**src/rtl/uart_pkg.sv**
```systemverilog
// Shared types and constants for the UART transmit feeder slice.
package uart_pkg;

    localparam int DEF_N        = 8;
    localparam int DEF_DEPTH    = 16;
    localparam int DEF_ARM_WAIT = 4;

    typedef enum logic [1:0] {
        IDLE = 2'd0,
        ARM  = 2'd1,
        SEND = 2'd2,
        GAP  = 2'd3
    } feeder_state_t;

    // Pointer width for a power-of-two FIFO; a 1-entry FIFO still gets one bit.
    function automatic int addr_w(input int depth);
        return (depth > 1) ? $clog2(depth) : 1;
    endfunction

endpackage

```
**src/rtl/uart_tx_feeder_if.sv**
```systemverilog
// Producer-side byte stream (valid/ready) into the UART transmit feeder.
interface uart_tx_feeder_if
    import uart_pkg::*;
#(
    parameter int N = DEF_N
);
    logic [N-1:0] IN_DATA;
    logic         IN_VALID;
    logic         IN_READY;

    modport master (output IN_DATA, output IN_VALID, input IN_READY);
    modport slave  (input IN_DATA, input IN_VALID, output IN_READY);

endinterface

```
**src/rtl/uart_sync_fifo.sv**
```systemverilog
// Single-clock FIFO with registered occupancy count. Pushes while full and
// pops while empty are ignored. Read data is the current head (no fall-through:
// a pushed word is visible at the head only after the push edge).
module uart_sync_fifo
    import uart_pkg::*;
#(
    parameter  int N      = DEF_N,
    parameter  int DEPTH  = DEF_DEPTH,
    localparam int ADDR_W = addr_w(DEPTH)
) (
    input  logic              CLOCK,
    input  logic              RESET_N,
    input  logic              push,
    input  logic [N-1:0]      push_data,
    input  logic              pop,
    output logic [N-1:0]      pop_data,
    output logic              full,
    output logic              empty,
    output logic [ADDR_W:0]   count
);

    logic [N-1:0]      mem [DEPTH];
    logic [ADDR_W-1:0] wr_ptr;
    logic [ADDR_W-1:0] rd_ptr;
    logic              do_push;
    logic              do_pop;

    assign full     = (count == (ADDR_W+1)'(DEPTH));
    assign empty    = (count == '0);
    assign do_push  = push && !full;
    assign do_pop   = pop && !empty;
    assign pop_data = mem[rd_ptr];

    // Storage array; contents are don't-care until written, so no reset.
    always_ff @(posedge CLOCK) begin
        if (do_push) begin
            mem[wr_ptr] <= push_data;
        end
    end

    // Pointers wrap naturally at DEPTH; count tracks occupancy.
    always_ff @(posedge CLOCK or negedge RESET_N) begin
        if (!RESET_N) begin
            wr_ptr <= '0;
            rd_ptr <= '0;
            count  <= '0;
        end else begin
            if (do_push) begin
                wr_ptr <= wr_ptr + 1'b1;
            end
            if (do_pop) begin
                rd_ptr <= rd_ptr + 1'b1;
            end
            if (do_push && !do_pop) begin
                count <= count + 1'b1;
            end else if (!do_push && do_pop) begin
                count <= count - 1'b1;
            end
        end
    end

endmodule

```
**src/rtl/uart_tx_feeder.sv**
```systemverilog
// Transmit-side buffer in front of the UART: queues producer bytes and
// launches one per UART frame with a single-cycle WR pulse, holding the
// launched byte on UART_DATA for the whole frame.
// Optional feature: define UART_TX_FEEDER_LEVEL_EN to add the LEVEL output
// (registered FIFO occupancy).
//
// state | meaning
// ------+-------------------------------------------------------------
// IDLE  | waiting for a queued byte and an idle UART; launches on both
// ARM   | WR just issued; waiting up to ARM_WAIT cycles for BUSY to rise
// SEND  | UART transmitting; UART_DATA held until BUSY falls
// GAP   | one dead cycle so WR can never land while BUSY is still high
module uart_tx_feeder
    import uart_pkg::*;
#(
    parameter  int N        = DEF_N,
    parameter  int DEPTH    = DEF_DEPTH,
    parameter  int ARM_WAIT = DEF_ARM_WAIT,
    localparam int ADDR_W   = addr_w(DEPTH),
    localparam int CNT_W    = (ARM_WAIT > 1) ? $clog2(ARM_WAIT) : 1
) (
    input  logic            CLOCK,
    input  logic            RESET_N,
    uart_tx_feeder_if.slave in_bus,
    output logic [N-1:0]    UART_DATA,
    output logic            UART_WR,
    input  logic            UART_BUSY,
    output logic            EMPTY,
    output logic            FULL,
`ifdef UART_TX_FEEDER_LEVEL_EN
    output logic [ADDR_W:0] LEVEL,
`endif
    output logic            ERR_TMO
);

    feeder_state_t     state;
    logic [CNT_W-1:0]  arm_cnt;
    logic [N-1:0]      head_data;
    logic              fifo_full;
    logic              fifo_empty;
    logic [ADDR_W:0]   fifo_count;
    logic              push;
    logic              launch;

    assign in_bus.IN_READY = !fifo_full;
    assign push            = in_bus.IN_VALID && !fifo_full;
    assign launch          = (state == IDLE) && !fifo_empty && !UART_BUSY;
    assign EMPTY           = fifo_empty;
    assign FULL            = fifo_full;

`ifdef UART_TX_FEEDER_LEVEL_EN
    assign LEVEL = fifo_count;
`else
    logic unused_level;
    assign unused_level = ^fifo_count;
`endif

    uart_sync_fifo #(
        .N     (N),
        .DEPTH (DEPTH)
    ) u_fifo (
        .CLOCK     (CLOCK),
        .RESET_N   (RESET_N),
        .push      (push),
        .push_data (in_bus.IN_DATA),
        .pop       (launch),
        .pop_data  (head_data),
        .full      (fifo_full),
        .empty     (fifo_empty),
        .count     (fifo_count)
    );

    // Launch/arm/send sequencing; WR and ERR_TMO are one-cycle registered
    // pulses, and UART_DATA is loaded only on a launch. The arm timer counts
    // down from ARM_WAIT-1 and times out at zero.
    always_ff @(posedge CLOCK or negedge RESET_N) begin
        if (!RESET_N) begin
            state     <= IDLE;
            arm_cnt   <= '0;
            UART_DATA <= '0;
            UART_WR   <= 1'b0;
            ERR_TMO   <= 1'b0;
        end else begin
            UART_WR <= 1'b0;
            ERR_TMO <= 1'b0;
            case (state)
                IDLE: begin
                    if (launch) begin
                        UART_DATA <= head_data;
                        UART_WR   <= 1'b1;
                        arm_cnt   <= CNT_W'(ARM_WAIT - 1);
                        state     <= ARM;
                    end
                end
                ARM: begin
                    if (UART_BUSY) begin
                        state <= SEND;
                    end else if (arm_cnt == '0) begin
                        ERR_TMO <= 1'b1;
                        state   <= IDLE;
                    end else begin
                        arm_cnt <= arm_cnt - 1'b1;
                    end
                end
                SEND: begin
                    if (!UART_BUSY) begin
                        state <= GAP;
                    end
                end
                GAP: begin
                    state <= IDLE;
                end
                default: begin
                    state <= IDLE;
                end
            endcase
        end
    end

endmodule
```
**src/flat_wrapper.sv**
```systemverilog
// flat-port wrapper written by rule: the top's interface ports become plain ports
module uart_tx_feeder_flat import uart_pkg::*;
#(
    parameter  int N        = DEF_N,
    parameter  int DEPTH    = DEF_DEPTH,
    parameter  int ARM_WAIT = DEF_ARM_WAIT,
    localparam int ADDR_W   = addr_w(DEPTH),
    localparam int CNT_W    = (ARM_WAIT > 1) ? $clog2(ARM_WAIT) : 1
)
  (CLOCK, RESET_N, UART_DATA, UART_WR, UART_BUSY, EMPTY, FULL, ERR_TMO, in_bus_IN_DATA, in_bus_IN_VALID, in_bus_IN_READY);
  uart_tx_feeder_if #(.N(N)) in_bus_i ();
  input  logic CLOCK;
  input  logic RESET_N;
  output logic [N-1:0] UART_DATA;
  output logic UART_WR;
  input  logic UART_BUSY;
  output logic EMPTY;
  output logic FULL;
  output logic ERR_TMO;
  input wire logic [$bits(in_bus_i.IN_DATA)-1:0] in_bus_IN_DATA;
  input wire logic [$bits(in_bus_i.IN_VALID)-1:0] in_bus_IN_VALID;
  output wire logic [$bits(in_bus_i.IN_READY)-1:0] in_bus_IN_READY;
  assign in_bus_i.IN_DATA = in_bus_IN_DATA;
  assign in_bus_i.IN_VALID = in_bus_IN_VALID;
  assign in_bus_IN_READY = in_bus_i.IN_READY;
  uart_tx_feeder #(.N(N), .DEPTH(DEPTH), .ARM_WAIT(ARM_WAIT)) u_core (.CLOCK(CLOCK), .RESET_N(RESET_N), .in_bus(in_bus_i), .UART_DATA(UART_DATA), .UART_WR(UART_WR), .UART_BUSY(UART_BUSY), .EMPTY(EMPTY), .FULL(FULL), .ERR_TMO(ERR_TMO));
endmodule
```
**config.mk**
```make
export PLATFORM = sky130hd
export DESIGN_NAME = uart_tx_feeder_flat
export DESIGN_NICKNAME = d
export VERILOG_FILES = /design/src/rtl/uart_pkg.sv /design/src/rtl/uart_tx_feeder_if.sv /design/src/rtl/uart_sync_fifo.sv /design/src/rtl/uart_tx_feeder.sv /design/src/flat_wrapper.sv
export SDC_FILE = /design/constraint.sdc
export NUM_CORES = 1
export LEC_CHECK = 0
export BUFFER_PORTS_ARGS = -buffer_cell sky130_fd_sc_hd__buf_2
export CAP_MARGIN = 40
export CORE_UTILIZATION = 35
export DETAILED_ROUTE_END_ITERATION = 6
export GPL_ROUTABILITY_DRIVEN = 0
export MAX_ROUTING_LAYER = met4
export PLACE_DENSITY = 0.46
export REMOVE_ABC_BUFFERS = 1
export SLEW_MARGIN = 20
export SYNTH_ARGS = -nofsm -noshare
export SYNTH_HDL_FRONTEND = slang
export SYNTH_SLANG_ARGS = --single-unit
```
**constraint.sdc**
```tcl
create_clock -name CLOCK -period 5.3 [get_ports CLOCK]
set_clock_uncertainty 0.05 [all_clocks]
set_input_delay 0.265 -clock CLOCK [delete_from_list [all_inputs] [get_ports CLOCK]]
set_output_delay 0.265 -clock CLOCK [all_outputs]
set_load 0.02 [all_outputs]
```
==> impl_summary.log <==
[metrics] number of global-route vias before repair: 3066
[metrics] average wire per standard cell: between 15 and 20 um
[metrics] total detailed-routing wirelength: 12100 um
[metrics] core region area: 17400 um2
[metrics] Area Growth Syn to Fin: 16.5%
[metrics] Setup violations, final: 0
[metrics] sequential power share: 43.0%
[metrics] cell at the root of the clock tree: sky130_fd_sc_hd__clkbuf_16
[metrics] maximum number of pins on one net before global-route repair: 28
[metrics] path depth of the worst reg2reg path: 10
[metrics] number of nets in the layout: between 400 and 500
[metrics] worst reg2reg path endpoint: u_core.u_fifo.count[4]
[metrics] first-pass GRT wire length: between 15000 and 20000 um
[metrics] buffers inserted during post-CTS setup optimization: 0
[metrics] Final TNS setup: 0 ns
[metrics] xor and xnor area share after synthesis: under 10%
[metrics] part of the Yosys area used for sequential elements: 71.7%
[metrics] detailed-router iteration count before antenna repair: 4
[metrics] kind of capture point of the worst setup path: flip-flop
[metrics] share of the synthesized area in compound gates (AO/OA/AOI/OAI): under 10%
[metrics] initial antenna violation count: 0
[metrics] adder and majority cell fraction of the synthesized area: around 2.3%
[metrics] crit share post-route: between 50 and 60%
[metrics] number of maximum-capacitance violations: 0
[metrics] RSZ-0062 raised after global routing: no
[metrics] commonest cells after routing, fill and taps aside: sky130_fd_sc_hd__edfxtp_1 (128), sky130_fd_sc_hd__dfrtp_1 (26), sky130_fd_sc_hd__mux4_2 (24), sky130_fd_sc_hd__buf_2 (24), sky130_fd_sc_hd__nand2_1 (19)
[metrics] share of total power in combinational logic: ~27%
[metrics] Clock power frac: 30.0%
[metrics] Post-synth EDFFs: 128
[metrics] drt initial violations: between 150 and 200
[metrics] peak-usage layer in the global routing report: met2
[metrics] area of the mapped netlist: roughly 6300 um2
[metrics] ratio of total power to cell area: 539 nW/um2
[metrics] count of clock tree sinks: about 160
[metrics] Top-Level Pins: 25
[metrics] global routing met1 resource utilization: a little under a fifth
[metrics] count of cells resized by post-cts repair: 0
[metrics] Switching Fraction: between 20 and 30%
[metrics] hold wc startpoint: in_bus_IN_DATA[7]
[metrics] result of the run: completed
[metrics] worst vdd rail ir drop: between 200 and 300 uV
[metrics] critical path fanouts, max: 19
[metrics] DR vias: 2985
[metrics] antenna fix cells: 0
[metrics] final HPWL from detailed placement: about 8000 um
[metrics] Hold/Removal Path Class: in2reg
[metrics] most common cell after layout, fill and taps aside: sky130_fd_sc_hd__edfxtp_1
[metrics] Die ar.: around 19000 um2
[metrics] number of library cell types mapped by synthesis: 39
[metrics] critical register-to-register path startpoint: u_core.u_fifo.count[0]
[metrics] worst hold-check slack: 0.181 ns
[metrics] Min-Delay Endpoint: u_core.u_fifo.mem[6][7]
[metrics] global-route met3 utilization: around 3.3%
[metrics] post-synthesis sequential element count: between 150 and 200
[metrics] clock transition at the registers of the reported paths: around 0.060 ns
[metrics] height of the die: about 140 um
[metrics] crit path launch type: flip-flop
[metrics] grt total ovfl: 0
[metrics] Worst Path Required: about 5.6 ns
[metrics] async set-or-reset flop fraction in the synthesized netlist: 17.4%
[metrics] average via count per standard cell: between 4 and 5
[metrics] prevailing post-synth register cell: sky130_fd_sc_hd__edfxtp_1
[metrics] fill cell total of the finished layout: between 1500 and 2000
[metrics] time the final worst path needs with I/O delays and setup: approximately 3.0 ns
[metrics] standby leakage power: between 0.002 and 0.003 uW
[metrics] met2 Use GR: a little under a quarter
[metrics] Crit Path Class: reg2reg
[metrics] fraction of the mapped netlist area in simple logic gates: 4.01%
[metrics] worst endpoint data arrival time: between 3 and 4 ns
[metrics] Worst Hold Depth: 1
[metrics] Die W: around 140 um
[metrics] Internal Dissipation: 2770 uW
[metrics] mux cell area share after synthesis: about 16%
[metrics] total of warnings raised by yosys: 0
[metrics] Worst-Skew Late Latency: 0.42 ns
[metrics] worst-case headroom to the max-slew limit: approximately 57%
[metrics] remaining number of nets flagged by the antenna check after routing: 0
[metrics] hold violation total from the final report: 0
[metrics] fraction of layout cells with a size suffix above 1: ~28%
[metrics] initial standard-cell utilization of the core: a little over a third
[metrics] number of buffers added by the clock tree synthesis step: 17
[metrics] H-Tree Level Count: 4
[metrics] setup slack of the worst register-to-register path: roughly 2.3 ns
[metrics] number of placement rows: 48
[metrics] power spent charging and discharging nets: about 1200 uW
[metrics] CTS tree: yes
[metrics] Port Buf Inserts: 24
[metrics] average instance area after synthesis: about 19 um2
[metrics] GRT Total Usage: 15.0%
[metrics] combinational family with the most area after synthesis: multiplexers
[metrics] DRC viols: 0
[metrics] instance count of the mapped netlist: about 330
[metrics] Worst-Margin Slew: between 0.6 and 0.7 ns
[metrics] highest clock frequency the design can meet: 0.328 GHz
[metrics] clk buf depth: 2
[metrics] count of pins over their slew limit: 0
==> cell usage after synthesis, types with 3 or more instances <==
cell | count | area, um2
sky130_fd_sc_hd__dfrtp_1 | 27 | 676
sky130_fd_sc_hd__buf_4 | 3 | 22.5
sky130_fd_sc_hd__nor2_1 | 15 | 56.3
sky130_fd_sc_hd__mux4_2 | 24 | 541
sky130_fd_sc_hd__ha_1 | 10 | 125
sky130_fd_sc_hd__xnor2_1 | 9 | 78.8
sky130_fd_sc_hd__inv_1 | 7 | 26.3
sky130_fd_sc_hd__clkbuf_1 | 3 | 11.3
sky130_fd_sc_hd__nor3_1 | 8 | 40.0
sky130_fd_sc_hd__o21ai_0 | 9 | 45.0
sky130_fd_sc_hd__mux4_1 | 8 | 210
sky130_fd_sc_hd__buf_6 | 4 | 45.0
sky130_fd_sc_hd__mux2_2 | 7 | 78.8
sky130_fd_sc_hd__mux2i_1 | 15 | 150
sky130_fd_sc_hd__buf_2 | 3 | 15.0
sky130_fd_sc_hd__nand2_1 | 19 | 71.3
sky130_fd_sc_hd__a21oi_1 | 6 | 30.0
sky130_fd_sc_hd__edfxtp_1 | 128 | 3840
==> worst max-delay path by stage <==
stage	start	cells past startpoint	endpoint	slack, ns
4_1_cts	u_core.u_fifo.count[0]	10	u_core.u_fifo.count[4]	2.25
6_report	u_core.u_fifo.count[0]	10	u_core.u_fifo.count[4]	2.25
3_5_place_dp	u_core.u_fifo.count[0]	10	u_core.u_fifo.count[4]	2.26
5_1_grt	u_core.u_fifo.count[0]	10	u_core.u_fifo.count[4]	2.12
2_1_floorplan	u_core.u_fifo.count[0]	10	u_core.u_fifo.count[4]	2.48
3_3_place_gp	u_core.u_fifo.count[0]	10	u_core.u_fifo.count[4]	2.29
==> logic make-up after synthesis <==
kind of cell | Yosys count
flops | 155
mux | 54
simple gates | 54
compound gates | 25
buf+inv | 24
fa+ha+maj | 11
xor+xnor | 10
==> registers in the layout (all words and copies together) (netlist names), named ones only <==
register              flops
u_core.arm_cnt            2
u_core.u_fifo.count       5
u_core.u_fifo.rd_ptr      4
u_core.ERR_TMO            1
u_core.UART_WR            1
u_core.u_fifo.mem       128
u_core.state              1
u_core.UART_DATA          8
u_core.u_fifo.wr_ptr      4
==> power groups by stage <==
stage               Clock (uW)  Combinational, uW  Sequential (uW)
CTS                       1220               1100             1710
global placement             0               1060             1730
finish                    1190               1070             1700
global route              1260               1170             1740
floorplan                    0                672             1770
detailed placement           0               1090             1730
==> timing repair <==
action,4_1_cts,5_1_grt
endpoints found under the setup margin,0,0
endpoints found under the hold margin,29,0
hold buffers,2,0
==> layer usage <==
metal,wire [um],up-vias,share of wire [%]
li1,-,1404,-
met1,5270,1514,43
met2,6130,50,51
met3,520,17,4.3
met4,194,0,1.6
met5,0,-,0
==> layout make-up <==
class                   instances  area [um2]  area share [%]
inverters                       8        31.3           0.426
well taps                     225         282            3.84
flip-flops and latches        155        4520            61.6
multi-input cells             154        1640            22.4
clock buffers                  17         425            5.80
repair buffers                 45         287            3.90
clock inverters                12         150            2.05
==> through the flow <==
| stage | instances | area, um2 | power (uW) | util [%] | worst slack [ns] |
|---|---|---|---|---|---|
| after floorplan | 317 | 6180 | 2450 | - | 2.48 |
| final | 616 | 7340 | 3960 | 42.1 | 2.25 |
| after CTS | 615 | 7330 | 4030 | 42.1 | 2.25 |
| after global routing | 616 | 7340 | 4170 | 42.1 | 2.12 |
| after global placement | 570 | 6630 | 2790 | 38.1 | 2.29 |
| after detailed placement | 584 | 6740 | 2830 | 38.7 | 2.26 |
==> worst max-delay path: stages, from the launching register on <==
cell and delay [ns]:
sky130_fd_sc_hd__dfrtp_1 0.44, sky130_fd_sc_hd__or4_4 0.58, sky130_fd_sc_hd__o21a_4 0.25, sky130_fd_sc_hd__clkinv_2 0.21, sky130_fd_sc_hd__ha_1 0.22, sky130_fd_sc_hd__inv_1 0.10
sky130_fd_sc_hd__fa_1 0.42, sky130_fd_sc_hd__a21o_1 0.17, sky130_fd_sc_hd__a21oi_1 0.16, sky130_fd_sc_hd__mux2i_1 0.24, sky130_fd_sc_hd__xnor2_1 0.13
Power figures use the tool's default switching activity.
